### src/rtl/uart_pkg.sv
// Shared UART definitions: transmitter state encoding, parity modes and default bit timing.
package uart_pkg;

    localparam int CLKS_PER_BIT_DEFAULT = 434;

    localparam int PARITY_NONE = 0;
    localparam int PARITY_EVEN = 1;
    localparam int PARITY_ODD  = 2;

    // Prefixed so the receiver's own state names can share this package.
    typedef enum logic [2:0] {
        TX_IDLE,
        TX_START,
        TX_DATA,
        TX_PARITY,
        TX_STOP
    } tx_state_t;

endpackage

### src/rtl/uart_baud_tick.sv
// Bit-period timer: tick is high in the last cycle of every CLKS_PER_BIT-cycle period.
module uart_baud_tick #(
    parameter int CLKS_PER_BIT = 434
) (
    input  logic clk,
    input  logic rst,
    input  logic clear,
    output logic tick
);

    localparam int CW = $clog2(CLKS_PER_BIT);
    localparam logic [CW-1:0] LAST_CNT = CW'(CLKS_PER_BIT - 1);
    localparam logic [CW-1:0] PRE_CNT  = CW'(CLKS_PER_BIT - 2);

    logic [CW-1:0] r_cnt;
    logic          r_tick;

    // tick is registered one count early so it lines up with the last cycle.
    always_ff @(posedge clk or negedge rst) begin
        if (!rst) begin
            r_cnt  <= '0;
            r_tick <= 1'b0;
        end else if (clear) begin
            r_cnt  <= '0;
            r_tick <= 1'b0;
        end else begin
            r_cnt  <= (r_cnt == LAST_CNT) ? '0 : r_cnt + 1'b1;
            r_tick <= (r_cnt == PRE_CNT);
        end
    end

    assign tick = r_tick;

endmodule

### src/rtl/uart_tx.sv
// UART transmitter: valid/ready byte intake, serialises start/data/parity/stop frames on tx.
module uart_tx
    import uart_pkg::*;
#(
    parameter int CLKS_PER_BIT = CLKS_PER_BIT_DEFAULT,
    parameter int DATA_BITS    = 8,
    parameter int PARITY       = PARITY_NONE,
    parameter int STOP_BITS    = 1
) (
    input  logic       clk,
    input  logic       rst,
    input  logic       tx_valid,
    input  logic [7:0] tx_data,
    output logic       tx_ready,
    output logic       tx,
    output logic       tx_busy,
    output logic       tx_done
);

    localparam int IW = $clog2(DATA_BITS);
    localparam logic [IW-1:0] LAST_BIT  = IW'(DATA_BITS - 1);
    localparam logic          LAST_STOP = 1'(STOP_BITS - 1);

    tx_state_t            r_state, w_state_nx;
    logic [DATA_BITS-1:0] r_shift, w_shift_nx;
    logic [IW-1:0]        r_bit, w_bit_nx;
    logic                 r_stop, w_stop_nx;
    logic                 r_tx, w_tx_nx;
    logic                 r_par, w_par_nx;
    logic                 w_tick, w_accept, w_last;

    uart_baud_tick #(
        .CLKS_PER_BIT(CLKS_PER_BIT)
    ) u_baud_tick (
        .clk  (clk),
        .rst  (rst),
        .clear(w_accept),
        .tick (w_tick)
    );

    // Final cycle of the last stop bit doubles as an accept slot for back-to-back frames.
    assign w_last   = (r_state == TX_STOP) && (r_stop == LAST_STOP) && w_tick;
    assign tx_ready = (r_state == TX_IDLE) || w_last;
    assign w_accept = tx_valid && tx_ready;
    assign tx_busy  = (r_state != TX_IDLE);
    assign tx_done  = w_last;
    assign tx       = r_tx;

    always_comb begin
        w_state_nx = r_state;
        w_shift_nx = r_shift;
        w_bit_nx   = r_bit;
        w_stop_nx  = r_stop;
        w_tx_nx    = r_tx;
        w_par_nx   = r_par;
        case (r_state)
            TX_START: if (w_tick) begin
                w_state_nx = TX_DATA;
                w_tx_nx    = r_shift[0];
                w_shift_nx = r_shift >> 1;
                w_bit_nx   = '0;
            end
            TX_DATA: if (w_tick) begin
                if (r_bit == LAST_BIT) begin
                    if (PARITY != PARITY_NONE) begin
                        w_state_nx = TX_PARITY;
                        w_tx_nx    = r_par;
                    end else begin
                        w_state_nx = TX_STOP;
                        w_tx_nx    = 1'b1;
                        w_stop_nx  = 1'b0;
                    end
                end else begin
                    w_bit_nx   = r_bit + 1'b1;
                    w_tx_nx    = r_shift[0];
                    w_shift_nx = r_shift >> 1;
                end
            end
            TX_PARITY: if (w_tick) begin
                w_state_nx = TX_STOP;
                w_tx_nx    = 1'b1;
                w_stop_nx  = 1'b0;
            end
            TX_STOP: if (w_tick) begin
                if (r_stop == LAST_STOP) begin
                    w_state_nx = TX_IDLE;
                end else begin
                    w_stop_nx = r_stop + 1'b1;
                end
            end
            default: ;
        endcase
        // Accept overrides the stop-bit exit so the next start bit follows with no gap.
        if (w_accept) begin
            w_state_nx = TX_START;
            w_tx_nx    = 1'b0;
            w_shift_nx = tx_data[DATA_BITS-1:0];
            w_par_nx   = (^tx_data[DATA_BITS-1:0]) ^ (PARITY == PARITY_ODD);
            w_bit_nx   = '0;
            w_stop_nx  = 1'b0;
        end
    end

    always_ff @(posedge clk or negedge rst) begin
        if (!rst) begin
            r_state <= TX_IDLE;
            r_bit   <= '0;
            r_stop  <= 1'b0;
            r_tx    <= 1'b1;
        end else begin
            r_state <= w_state_nx;
            r_bit   <= w_bit_nx;
            r_stop  <= w_stop_nx;
            r_tx    <= w_tx_nx;
        end
    end

    always_ff @(posedge clk) begin
        r_shift <= w_shift_nx;
        r_par   <= w_par_nx;
    end

endmodule
### config.mk
export PLATFORM = sky130hd
export DESIGN_NAME = uart_tx
export DESIGN_NICKNAME = d
export VERILOG_FILES = /design/src/rtl/uart_pkg.sv /design/src/rtl/uart_baud_tick.sv /design/src/rtl/uart_tx.sv
export SDC_FILE = /design/constraint.sdc
export NUM_CORES = 1
export LEC_CHECK = 0
export BUFFER_PORTS_ARGS = -buffer_cell sky130_fd_sc_hd__buf_2
export CAP_MARGIN = 20
export CELL_PAD_IN_SITES_DETAIL_PLACEMENT = 0
export CELL_PAD_IN_SITES_GLOBAL_PLACEMENT = 1
export CORE_AREA = 8 8 67 69
export CTS_CLUSTER_SIZE = 20
export DETAILED_ROUTE_END_ITERATION = 12
export DIE_AREA = 0 0 75 77
export PLACE_DENSITY_LB_ADDON = 0.05
export SLEW_MARGIN = 25
export SYNTH_ARGS = -nofsm -noshare
export SYNTH_HDL_FRONTEND = slang
export SYNTH_HIERARCHICAL = 1
export SYNTH_SLANG_ARGS = --single-unit
### constraint.sdc
create_clock -name clk -period 1.6 [get_ports clk]
set_input_delay 0.24 -clock clk [delete_from_list [all_inputs] [get_ports clk]]
set_output_delay 0.24 -clock clk [all_outputs]
set_load 0.005 [all_outputs]
==> results.md, run 1 <==
Clock tree:
- The clock network latency to the later pin of the worst-skew pair is 0.32 ns.
- The root buffer cell is sky130_fd_sc_hd__clkbuf_4.
- The number of clock buffers added by TritonCTS is 3.
- The number of clock sinks is 25.
- TritonCTS built the clock tree.
- The number of H-tree branching levels is 1.
- The maximum count of clock buffers along a single path is 2.
- After clock tree synthesis, the clock-pin slew on the worst setup and hold paths is approximately 0.14 ns.

Floorplanning:
- The number of top-level design ports is 15.
- The floorplan row count is 22.
- For this configuration, the core starts out at a cell density of 38.8%.
- The standard cell core area is about 3500 sq um.
- In this run the horizontal extent of the chip is approximately 75 um.
- The die covers 5780 sq um.
- The die is between 70 and 80 um tall.

Power and ir drop:
- Across the VDD grid, the largest voltage drop is 0.337 mV.
- Total power for the finished layout comes to 0.000967 W.
- In this run the static leakage power is roughly 0.73 nW.
- The power density over cell area is 600 nW/um^2.

Worst setup path:
- The worst setup path is captured at a flip-flop.
- Data on the critical path is required at its endpoint by around 1.8 ns.
- The signal arrival time at the worst endpoint is around 1.8 ns.
- The number of cells on the worst reg-to-reg path is 6.
- The critical path is of the reg2reg type.
- Following the worst setup path forward leads to its endpoint at r_bit[2]$_DFFE_PN0P_.
- The type of element launching the critical path is a flip-flop.
- The setup slack of the most critical reg-to-reg path is -0.04 ns.
- The maximum fanout count along the critical path is 3.
- In this run the worst setup path begins at r_bit[0]$_DFFE_PN0P_.
- The endpoint of the lowest-slack register-to-register path is r_bit[2]$_DFFE_PN0P_.
- The worst register-to-register path begins at r_bit[0]$_DFFE_PN0P_.

Synth:
- The number of synthesized flops with an enable pin is 8.
- The post-synthesis average cell area is 11.4 sq um.
- The synthesized netlist devotes 1.94% of its cell area to XOR and XNOR gates.
- The count of synthesis-stage warnings from yosys is 6.
- Counting distinct cell types in the post-synthesis netlist gives 38.
- The predominant post-synthesis flop cell is sky130_fd_sc_hd__dfrtp_1.
- The synthesized design contains 25 register bits.
- The sequential share of the synthesized area is roughly half.
- The post-synthesis instance area is 1360 sq um.
- The synthesized netlist net count is 135.
- Summing the areas of all compound-gate instances in the mapped netlist gives 12.4% of the synthesized area.
- By area, the combinational part of the netlist is dominated by simple AND/OR/NAND/NOR gates.
- After Yosys synthesis, and, or, nand and nor cells account for 17.9% of the synthesized area.
- The arithmetic-cell share of the synthesized area counting full adders, half adders and majority gates is 4.61%.
- The post-synthesis async set-or-reset flop share is 68.0%.
- The gate count after technology mapping is approximately 120.
- After synthesis, the share of cell area in mux cells is under 10%.

Routing:
- The violation count after the first detailed-routing iteration is 90.
- The number of vias after detailed routing is 944.
- For this run, the detailed router's first-pass iteration total came to 4.
- The vias per cell is 4.84.
- After detailed routing, the total wire length is about 2.6 mm.
- In this run the remaining antenna-violating nets after routing total 0.
- The post-detailed-route wirelength per cell is 13.2 um.
- After detailed routing, the number of remaining DRC violations is 0.

Placement:
- The final weighted congestion in routability-driven placement is 0.797.
- Once detailed placement completed, the half-perimeter wirelength came to 1.93 mm.
- In this run the tool buffered the top-level ports with 14 buffer cells.
- Counting tap cells, the placed design contains a total of 189 instances.
- At the placement stage, the worst setup path has a slack of -0.0151 ns.

Run:
- The count of maximum capacitance violations is 0.

Global route:
- The number of antenna violations at the first check in global routing is 0.
- The pin count of the biggest net entering global routing is 18.
- Global routing consumed, over all layers together, 9.88% of the routing resources.
- The total overflow left after global routing is 0.
- The first-pass GRT wire length is 4.58 mm.
- The number of global-route vias before repair is 966.

Min path:
- The min-delay analysis places its worst path in the category in2reg.

Timing:
- The post-route minimum period is between 1.5 and 2 ns.
- The tightest slew margin relative to the limit is between 70 and 80%.
- In the post-route analysis, the smallest setup slack over all paths is -0.0351 ns.
- Setup violations remaining at the end of the flow were counted as 1.
- The final hold violation count is 0.
- Dividing the final minimum period by the clock period gives 102%.
- The number of pins with negative max-slew slack in the final report came to 0.
- The clock arrives with ~0.0082 ns of skew.
- Adding up every negative setup slack in the final design gives -0.0351 ns.
- Static timing analysis puts the maximum clock frequency at 612 MHz.
- Setup repair after global routing could not meet its margin everywhere.
- The slew at the pin closest to its max-slew limit is between 0.4 and 0.5 ns.

Cells and area:
- The area growth from synthesis to layout is 18.8%.
- The filler cell count in the final layout is 347.
- The total number of nets in the final design is approximately 160.
- The antenna diode count is 0.
- The number of standard cells in the final layout excluding fillers is 195.
- Cells fill 46.1% of the core in the end.
- The fraction of layout instances using a drive strength above 1 is between 30% and 40%.

Run status:
- The run finished, with violations left.
- The checks that failed: negative setup slack.
[metal layers]
layer	global-route usage, %	wire (um)	vias up
li1	-	-	481
met1	14.6	1380	443
met2	13.5	1080	15
met3	1.95	82	5
met4	3.53	37	0
met5	0	0	-
[through the flow]
stage          hold slack [ns]  instance area [sq um]
3_3_place_gp             0.191                   1560
6_report                 0.215                   1610
3_5_place_dp             0.197                   1560
2_1_floorplan          -0.0556                   1370
5_1_grt                  0.204                   1610
4_1_cts                  0.206                   1610
[final cells by class]
cell class / count / area (sq um) / share of cell area, %
clock buffer: 4 / 26.3 / 1.63
timing repair buffer: 27 / 170 / 10.6
tap: 48 / 60.1 / 3.73
inverter: 11 / 41.3 / 2.56
multi-input combinational: 80 / 646 / 40.1
sequential: 25 / 668 / 41.5
[synthesized netlist by cell type, drive strengths merged, types with 2 or more instances]
| library cell | count | share of area, % |
|---|---|---|
| dfrtp | 16 | 30 |
| inv | 11 | 3.0 |
| nor2 | 9 | 2.7 |
| a21oi | 8 | 3.2 |
| edfxtp | 8 | 18 |
| mux2 | 7 | 7.5 |
| o21ai | 7 | 2.6 |
| ha | 5 | 4.6 |
| nand2 | 4 | 1.1 |
| nand2b | 4 | 1.8 |
| nand3 | 4 | 2.2 |
| or3 | 4 | 1.8 |
| buf | 3 | 2.0 |
| nand4 | 3 | 1.4 |
| nor2b | 3 | 1.4 |
| and2 | 2 | 0.92 |
| mux2i | 2 | 1.5 |
| nor4b | 2 | 2.9 |
| o22a | 2 | 1.3 |
| o32ai | 2 | 1.3 |
| xnor2 | 2 | 1.3 |
[logic make-up after synthesis]
family                     Yosys count
AOI/OAI and AO/OA                   25
xor gates and xnor gates             3
adders and majority gates            5
buffers and inverters               14
DFF                                 25
muxes                                9
and+or+nand+nor                     38
[worst min path at each step]
stage / from / cells past startpoint / slack (ns) / to
floorplan: rst / 0 / -0.06 / r_bit[0]$_DFFE_PN0P_
global placement: rst / 1 / 0.19 / u_baud_tick/r_cnt[3]$_DFF_PN0_
detailed placement: rst / 1 / 0.20 / u_baud_tick/r_cnt[3]$_DFF_PN0_
CTS: tx_data[6] / 2 / 0.21 / r_shift[6]$_DFFE_PP_
global route: tx_data[3] / 2 / 0.20 / r_shift[3]$_DFFE_PP_
finish: tx_data[6] / 2 / 0.22 / r_shift[6]$_DFFE_PP_
[flip-flops by register name, summed over array words and instances (netlist names)]
| name | count |
|---|---|
| r_state | 3 |
| u_baud_tick/r_cnt | 9 |
| u_baud_tick/tick | 1 |
| r_shift | 8 |
| r_bit | 3 |
| tx | 1 |
[power breakdown]
group	switching [W]	internal [W]
clock	0.000187	0.0000975
combinational	0.0000144	0.0000115
sequential	0	0.000656
total	0.000201	0.000765
[worst max-delay path, cell delays in order, from the launching register on]
cell and delay (ns):
sky130_fd_sc_hd__dfrtp_1 0.42, sky130_fd_sc_hd__ha_2 0.19, sky130_fd_sc_hd__ha_4 0.17, sky130_fd_sc_hd__nor4b_4 0.29
sky130_fd_sc_hd__buf_4 0.17, sky130_fd_sc_hd__mux2i_1 0.18, sky130_fd_sc_hd__o32ai_1 0.10
[repair_timing]
item,in CTS,in global routing
pin swaps,1,0
cloned,0,0
setup buffers,1,0
hold buffers,1,0
setup endpoints to repair,12,26
endpoints found under the hold margin,16,0
resized for setup,2,2
[cells in the final DEF, fill, tap and decap left out, types with 3 or more instances in the layout]
cell type / netlist / layout
sky130_fd_sc_hd__buf_4: 0 / 12
sky130_fd_sc_hd__nor2_1: 8 / 8
sky130_fd_sc_hd__clkbuf_4: 0 / 3
sky130_fd_sc_hd__a21oi_1: 7 / 7
sky130_fd_sc_hd__dfrtp_1: 16 / 15
sky130_fd_sc_hd__nand4_1: 3 / 3
sky130_fd_sc_hd__inv_1: 11 / 11
sky130_fd_sc_hd__buf_2: 1 / 14
sky130_fd_sc_hd__nand2_1: 4 / 4
sky130_fd_sc_hd__nor2b_1: 3 / 3
sky130_fd_sc_hd__edfxtp_1: 8 / 8
sky130_fd_sc_hd__or3_1: 4 / 4
sky130_fd_sc_hd__mux2_4: 6 / 6
sky130_fd_sc_hd__o21ai_0: 7 / 6
sky130_fd_sc_hd__ha_1: 5 / 3
sky130_fd_sc_hd__nand2b_1: 4 / 4
(Power assumes the default switching activity.)
==> inputs of run 2 (changes only) <==
CTS_BUF_LIST = sky130_fd_sc_hd__clkbuf_16   (was not set)
==> run 2 against run 1 <==
Compared with the run above:
- the run still ends with negative setup slack left
- final cell count did not move
- sequential cell count stayed put
- worst setup slack better by 0.019 ns
- via count rose by 0.53%
- sequential share of layout area shrank 1.2 points
- wire length decreased by 0.81%
- critical path type unchanged
==> results.md, run 2 (synthesis results as in run 1) <==
Cells and area:
- 0 antenna diodes ended up in the layout.
- The flip-flop count of the largest register after layout is 9.
- In the final layout, the registers with the most flip-flops are u_baud_tick/r_cnt: 9 flops, r_shift: 8 flops.
- The post-route netlist has 34.0% of its cells at a drive strength greater than 1.
- u_baud_tick/r_cnt holds more flip-flops than any other register.
- Measured on the finished design, the core utilization comes to 47.6%.
- In the final design database the tool counted 164 nets.
- The area growth from synthesis to layout is 22.7%.
- In the layout the commonest cells are sky130_fd_sc_hd__buf_2 (14), sky130_fd_sc_hd__dfrtp_1 (14), sky130_fd_sc_hd__inv_1 (12), sky130_fd_sc_hd__buf_4 (12).

Global route:
- For this run, global-route usage on met2 was measured as 13.0%.
- The number of global-route vias before repair is 940.
- The met3 capacity usage during global routing is 2.34%.
- In the global route stage, overall resource usage came out at around a tenth.
- Global routing finished with a remaining overflow of 0.
- The global routing's busiest layer is met1.
- The first-pass GRT wire length is ~4.5 mm.
- The pin count of the biggest net entering global routing is 18.
- The number of antenna violations at the first check in global routing is 0.
- For met1 alone, demand over resource in global routing was 14.5%.

Run status:
- The checks that failed: negative setup slack.
- The run finished, with violations left.

Clock tree:
- The tree is rooted in a sky130_fd_sc_hd__clkbuf_16.
- TritonCTS built the clock tree.
- In this run the deepest clock path goes through 2 buffers.
- The clock network latency to the later pin of the worst-skew pair is 0.25 ns.
- The number of clock sinks is 25.
- CTS built an H-tree with a depth of 1.
- The number of buffers added by the clock tree synthesis step is 3.
- Clock-pin slew was measured on the worst setup and hold paths at 0.06 ns.

Power and ir drop:
- For this design the static power due to leakage is 0.763 nW.
- In this run the power density over the cells is 737 nW/um^2.
- The maximum vdd ir drop is 0.517 mV.

Run:
- The count of maximum capacitance violations is 0.

Worst setup path:
- Data arrives at the worst endpoint at 1.75 ns.
- STA classifies the critical path endpoint as a flip-flop.
- In this run the worst path has a maximum fanout of 3.
- The critical path data required time is about 1.7 ns.
- The type of element launching the critical path is a flip-flop.
- The critical path is of the reg2reg type.

Placement:
- During placement, the flow inserted port buffers numbering 14.
- Detailed placement ended at an HPWL of 1.93 mm.
- The congestion estimate from routability-driven global placement came to 0.797.

Timing:
- The setup-violating endpoint count in the final report is 1.
- The final hold violation count was 0.
- Setup repair after global routing could not meet its margin everywhere.
- After layout, the worst path uses 101% of the clock period.
- The post-route worst hold slack is around 0.28 ns.
- The slew at the pin closest to its max-slew limit is 0.407 ns.
- Setup slack on the critical path of the routed design comes to -0.0158 ns.
- The tightest slew margin relative to the limit is 72.9%.
- After layout, the minimum clock period comes to 1.62 ns.
- Derived from the worst setup path, the maximum achievable clock frequency is approximately 620 MHz.
- The number of pins with negative max-slew slack in the final report is 0.
- The clock tree skew after final layout is 0.00239 ns.

Floorplanning:
- The floorplan row count is 22.
- For this configuration, the core starts out at a cell density of 38.8%.
- The die is between 70 and 80 um tall.
- The die covers 5780 sq um.
- The floorplan step set the die width to 75 um.
- The core region is 3500 sq um.
- Pin placement for this block handled 15 I/O pins.

Routing:
- The detail route stage leaves a number of antenna-violating nets equal to 0.
- The routed layout has 949 vias.
- The total wire length after detailed routing is 2.56 mm.
- In this run, the number of DRC markers left after iteration 0 of detailed routing was 85.
- The DRC violation count after routing is 0.
- The vias per cell is 4.87.
- The post-detailed-route wirelength per cell is approximately 13 um.
- The pre-antenna-repair detailed-routing pass consisted of 4 iterations.

Min path:
- The tightest min-delay check is of the in2reg type.
run 2: changes by cell type in the layout (fill, tap and decap cells not counted), sizes merged:
| cell | previous run | this run |
|---|---|---|
| clkbuf | 4 | 3 |
| inv | 11 | 12 |
run 2: cell type report:
| cell class | count | area (sq um) |
|---|---|---|
| clock buffers | 3 | 75.1 |
| clock inverters | 1 | 3.75 |
| fillers | 335 | 1830 |
| inverters | 11 | 41.3 |
| multi-input cells | 80 | 644 |
| flip-flops and latches | 25 | 669 |
| well taps | 48 | 60.1 |
| repair buffers | 27 | 170 |
run 2: power by group:
| part | switching [W] | leakage (nW) | total, W | internal (W) |
|---|---|---|---|---|
| clock | 0.000210 | 0.0423 | 0.000544 | 0.000334 |
| combinational | 0.0000144 | 0.416 | 0.0000259 | 0.0000115 |
| sequential | 0 | 0.304 | 0.000657 | 0.000657 |
run 2: metrics by stage:
| stage | setup WS [ns] | power (W) | setup TNS (ns) | instance area, sq um | std cells |
|---|---|---|---|---|---|
| CTS | -0.0322 | 0.00124 | -0.0322 | 1650 | 194 |
| global route | -0.111 | 0.00127 | -0.859 | 1660 | 195 |
| detailed placement | -0.0151 | 0.000695 | -0.120 | 1560 | 189 |
| finish | -0.0158 | 0.00123 | -0.0158 | 1660 | 195 |
| global placement | 0.0167 | 0.000694 | 0 | 1560 | 189 |
| floorplan | -0.0233 | 0.000672 | -0.187 | 1370 | 119 |
run 2: timing repair:
item	4_1_cts	5_1_grt
setup buffers	0	1
gates resized for setup	2	2
pin swaps	1	1
gates cloned	0	0
endpoints found under the setup margin	10	18
hold buffers	1	0
hold endpoints to repair	16	0
run 2: final timing paths:
check / from / end / slack [ns] / cells past startpoint
worst min-delay path: tx_data[6] / r_shift[6]$_DFFE_PP_ / 0.28 / 2
worst max-delay path: r_bit[1]$_DFFE_PN0P_ / r_bit[2]$_DFFE_PN0P_ / -0.02 / 6
worst max register to register: r_bit[1]$_DFFE_PN0P_ / r_bit[2]$_DFFE_PN0P_ / -0.02 / 6
max in group asynchronous: rst / tx$_DFFE_PN1P_ / 0.83 / 2
worst min register to register: r_shift[0]$_DFFE_PP_ / tx$_DFFE_PN1P_ / 0.50 / 1
min in group asynchronous: rst / u_baud_tick/r_cnt[3]$_DFF_PN0_ / 0.45 / 2
run 2: worst max-delay path, stage by stage (launching register included):
cell	delay [ns]
sky130_fd_sc_hd__dfrtp_1	0.38
sky130_fd_sc_hd__ha_2	0.20
sky130_fd_sc_hd__ha_4	0.17
sky130_fd_sc_hd__nor4b_4	0.29
sky130_fd_sc_hd__buf_4	0.17
sky130_fd_sc_hd__mux2i_1	0.18
sky130_fd_sc_hd__o32ai_1	0.10
run 2: metal layers:
| layer | vias to the layer above | routed length [um] |
|---|---|---|
| met4 | 0 | 12 |
| met2 | 14 | 1100 |
| met1 | 448 | 1370 |
| met3 | 2 | 78 |
| li1 | 485 | - |
| met5 | - | 0 |
==> inputs of run 3 (changes only) <==
CORE_AREA = 8 8 64 66   (was 8 8 67 69)
DIE_AREA = 0 0 72 74   (was 0 0 75 77)
clock period = 1.7 ns   (was 1.6 ns; I/O delays follow)
==> run 3 against run 2 <==
Compared with the run above:
- the flow now finishes without violations
- largest power group unchanged
- maximum frequency is 3.8% lower
- largest cell class unchanged
- worst hold slack better by 0.011 ns
- highest routed layer unchanged
- utilization up 4.5 points
- register-to-register slack better by 0.04 ns
- clock-buffer cell count stayed put
- worst setup slack better by 0.036 ns
==> results.md, run 3 (synthesis results as in run 1) <==
Timing:
- The setup-violating endpoint count in the final report is 0.
- For this run, the top clock speed supported by timing is 595 MHz.
- The final hold violation count is 0.
- The number of pins with negative max-slew slack in the final report is 0.
- At the pin with the least slew margin, the transition time is 0.400 ns.
- The final setup slack of the worst path is 0.0199 ns.
- On the final layout, the worst clock skew is roughly 0.002 ns.
- The final cycle utilization of the critical path is 98.8%.
- The smallest clock period supported by the final layout is computed as 1.68 ns.
- The tightest slew margin relative to the limit is 73.3%.
- Setup repair after global routing could not meet its margin everywhere.

Clock tree:
- The clock network latency to the later pin of the worst-skew pair is 0.25 ns.
- The tree is rooted in a sky130_fd_sc_hd__clkbuf_16.
- Clock tree synthesis inserted a total of 3 buffers.
- The clock tree from TritonCTS is yes.
- The number of clock sinks is 25.
- The number of H-tree branching levels is 1.
- In this run the deepest clock path goes through 2 buffers.
- Once the clock tree was built, the setup fixing pass inserted 0 buffers.
- The clock-pin slew of the registers on the worst-case setup and hold paths is 0.06 ns.

Global route:
- In the global route stage, met3 resource usage came out at 2.83%.
- For met2 alone, demand over resource in global routing was 16.3%.
- The number of antenna violations at the first check in global routing is 0.
- The met1 routing resource usage after global routing is between 10% and 20%.
- Global routing used 10.6% of the available tracks across all layers.
- The global routing's busiest layer is met2.
- The first global-routing pass estimated 4.45 mm of wire.
- The pin count of the biggest net entering global routing is 18.
- The number of global-route vias before repair is 938.
- For this run the aggregate overflow at the end of global routing stands at 0.

Cells and area:
- In the final layout, the registers with the most flip-flops are u_baud_tick/r_cnt: 9 flops, r_shift: 8 flops.
- The register with the most flip-flops in the layout has 9 of them.
- The number of antenna diodes in the final layout is 0.
- The leading cell type in the layout, fill and taps excluded is sky130_fd_sc_hd__dfrtp_1.
- The fraction of layout instances using a drive strength above 1 is roughly 32%.
- In the layout the commonest cells are sky130_fd_sc_hd__dfrtp_1 (16), sky130_fd_sc_hd__buf_2 (14), sky130_fd_sc_hd__inv_1 (11).
- The number of standard cells in the final layout excluding fillers is 191.
- For this run, the post-layout net count is 162.
- The area growth from synthesis to layout is 22.2%.
- Counting flops per register, the top entry is u_baud_tick/r_cnt.

Routing:
- In the routed design, unresolved DRC markers number 0.
- After the first detailed-routing iteration, the DRC count stood at 50.
- After detailed routing, the total wire length is 2.61 mm.
- The length of the first detailed-routing pass in iterations is 4.
- The count of nets left with antenna violations after detail routing is 0.
- In the final routed layout, each cell accounts on average for approximately 14 um.
- The number of vias after detailed routing is ~960.
- Dividing the detail-routed via count by the number of cells gives 5.01.

Power and ir drop:
- The internal power is around 0.00095 W.
- The relative contribution of the clock network to total power is between 40 and 50%.
- The switching part of the total power is between 10% and 20%.
- The maximum vdd ir drop is 0.538 mV.
- The total net switching power is 0.000211 W.
- In this run the power density over the cells is 698 nW/um^2.
- The sequential power share is 53.4%.
- Summed over all cells, the static leakage comes to ~0.76 nW.
- The share of total power dissipated in combinational logic is 2.1%.

Floorplanning:
- Once the floorplan was initialized, standard cells occupied 42.7% of the core.
- The height of the die is 74 um.
- The floorplan step defined a die boundary enclosing 5330 sq um.
- The floorplan row count is 21.
- The number of top-level design ports is 15.
- The standard cell core area is 3180 sq um.
- The floorplan die width is 72 um.

Placement:
- The congestion estimate from routability-driven global placement came to 0.759.
- The detailed placement HPWL is 1.98 mm.
- Buffers placed on the I/O ports in this run total 14.
- At the placement stage, the worst setup path has a slack of -0.0140 ns.
- In this run, placement finished with an instance count of 186.

Worst setup path:
- The critical path is of the reg2reg type.
- The maximum fanout count along the critical path is 4.
- STA classifies the critical path endpoint as a flip-flop.
- At the worst endpoint, the arrival time is 1.82 ns.
- The type of element launching the critical path is a flip-flop.
- Data on the critical path is required at its endpoint by 1.84 ns.

Min path:
- The worst hold path belongs to the class in2reg.

Run:
- Max-cap violations in this run came to 0.

Run status:
- The run finished with clean final reports.
## run 3: layer usage
layer / routed length, um / up-vias
li1: - / 478
met1: 1240 / 462
met2: 1220 / 13
met3: 109 / 4
met4: 38 / 0
met5: 0 / -
## run 3: what timing repair did
item	in CTS	in global routing
hold buffers	1	0
hold endpoints to repair	16	0
endpoints found under the setup margin	8	11
resized for setup	0	4
pin swaps	1	3
cloned	0	0
## run 3: critical path, cell delays in order, from the launching register on
cell and delay (ns):
sky130_fd_sc_hd__dfrtp_1 0.40, sky130_fd_sc_hd__ha_2 0.21, sky130_fd_sc_hd__ha_4 0.17, sky130_fd_sc_hd__nor4b_4 0.31, sky130_fd_sc_hd__buf_4 0.17, sky130_fd_sc_hd__mux2i_1 0.20, sky130_fd_sc_hd__o32ai_1 0.09
## run 3: layout make-up
| cell class | instances | area (sq um) |
|---|---|---|
| Clock buffer | 3 | 75.1 |
| Clock inverter | 1 | 5.00 |
| Inverter | 11 | 41.3 |
| Timing Repair Buffer | 25 | 168 |
| Multi-Input combinational cell | 80 | 644 |
| Tap cell | 46 | 57.6 |
| Fill cell | 296 | 1520 |
| Sequential cell | 25 | 667 |
## run 3: path summary, 6_finish.rpt
path,start,to,slack [ns],depth (start not counted)
max,r_bit[0]$_DFFE_PN0P_,r_bit[2]$_DFFE_PN0P_,0.02,6
min,tx_data[7],r_shift[7]$_SDFFCE_PN0P_,0.29,3
max reg2reg,r_bit[0]$_DFFE_PN0P_,r_bit[2]$_DFFE_PN0P_,0.02,6
min reg2reg,r_shift[0]$_DFFE_PP_,tx$_DFFE_PN1P_,0.49,1
max in group asynchronous,rst,tx$_DFFE_PN1P_,0.92,2
min in group asynchronous,rst,u_baud_tick/r_cnt[6]$_DFF_PN0_,0.47,2
## run 3: power by group through the flow
| stage | Combinational, W | Clock [W] | Sequential [W] |
|---|---|---|---|
| 2_1_floorplan | 0.00000218 | 0 | 0.000630 |
| 3_3_place_gp | 0.0000226 | 0 | 0.000630 |
| 3_5_place_dp | 0.0000239 | 0 | 0.000630 |
| 4_1_cts | 0.0000255 | 0.000534 | 0.000618 |
| 5_1_grt | 0.0000281 | 0.000559 | 0.000618 |
| 6_report | 0.0000239 | 0.000514 | 0.000618 |
## run 3: stage by stage
stage                     TNS [ns]  hold WS [ns]  util, %  area [sq um]  power, W
after CTS                  -0.0603         0.291     51.4          1640   0.00118
after floorplan                  0       -0.0406        -          1360  0.000632
final                            0         0.293     52.1          1660   0.00116
after global routing       -0.0811         0.294     52.1          1660   0.00120
after global placement           0         0.203     48.6          1550  0.000652
after detailed placement    -0.110         0.214     48.6          1550  0.000654
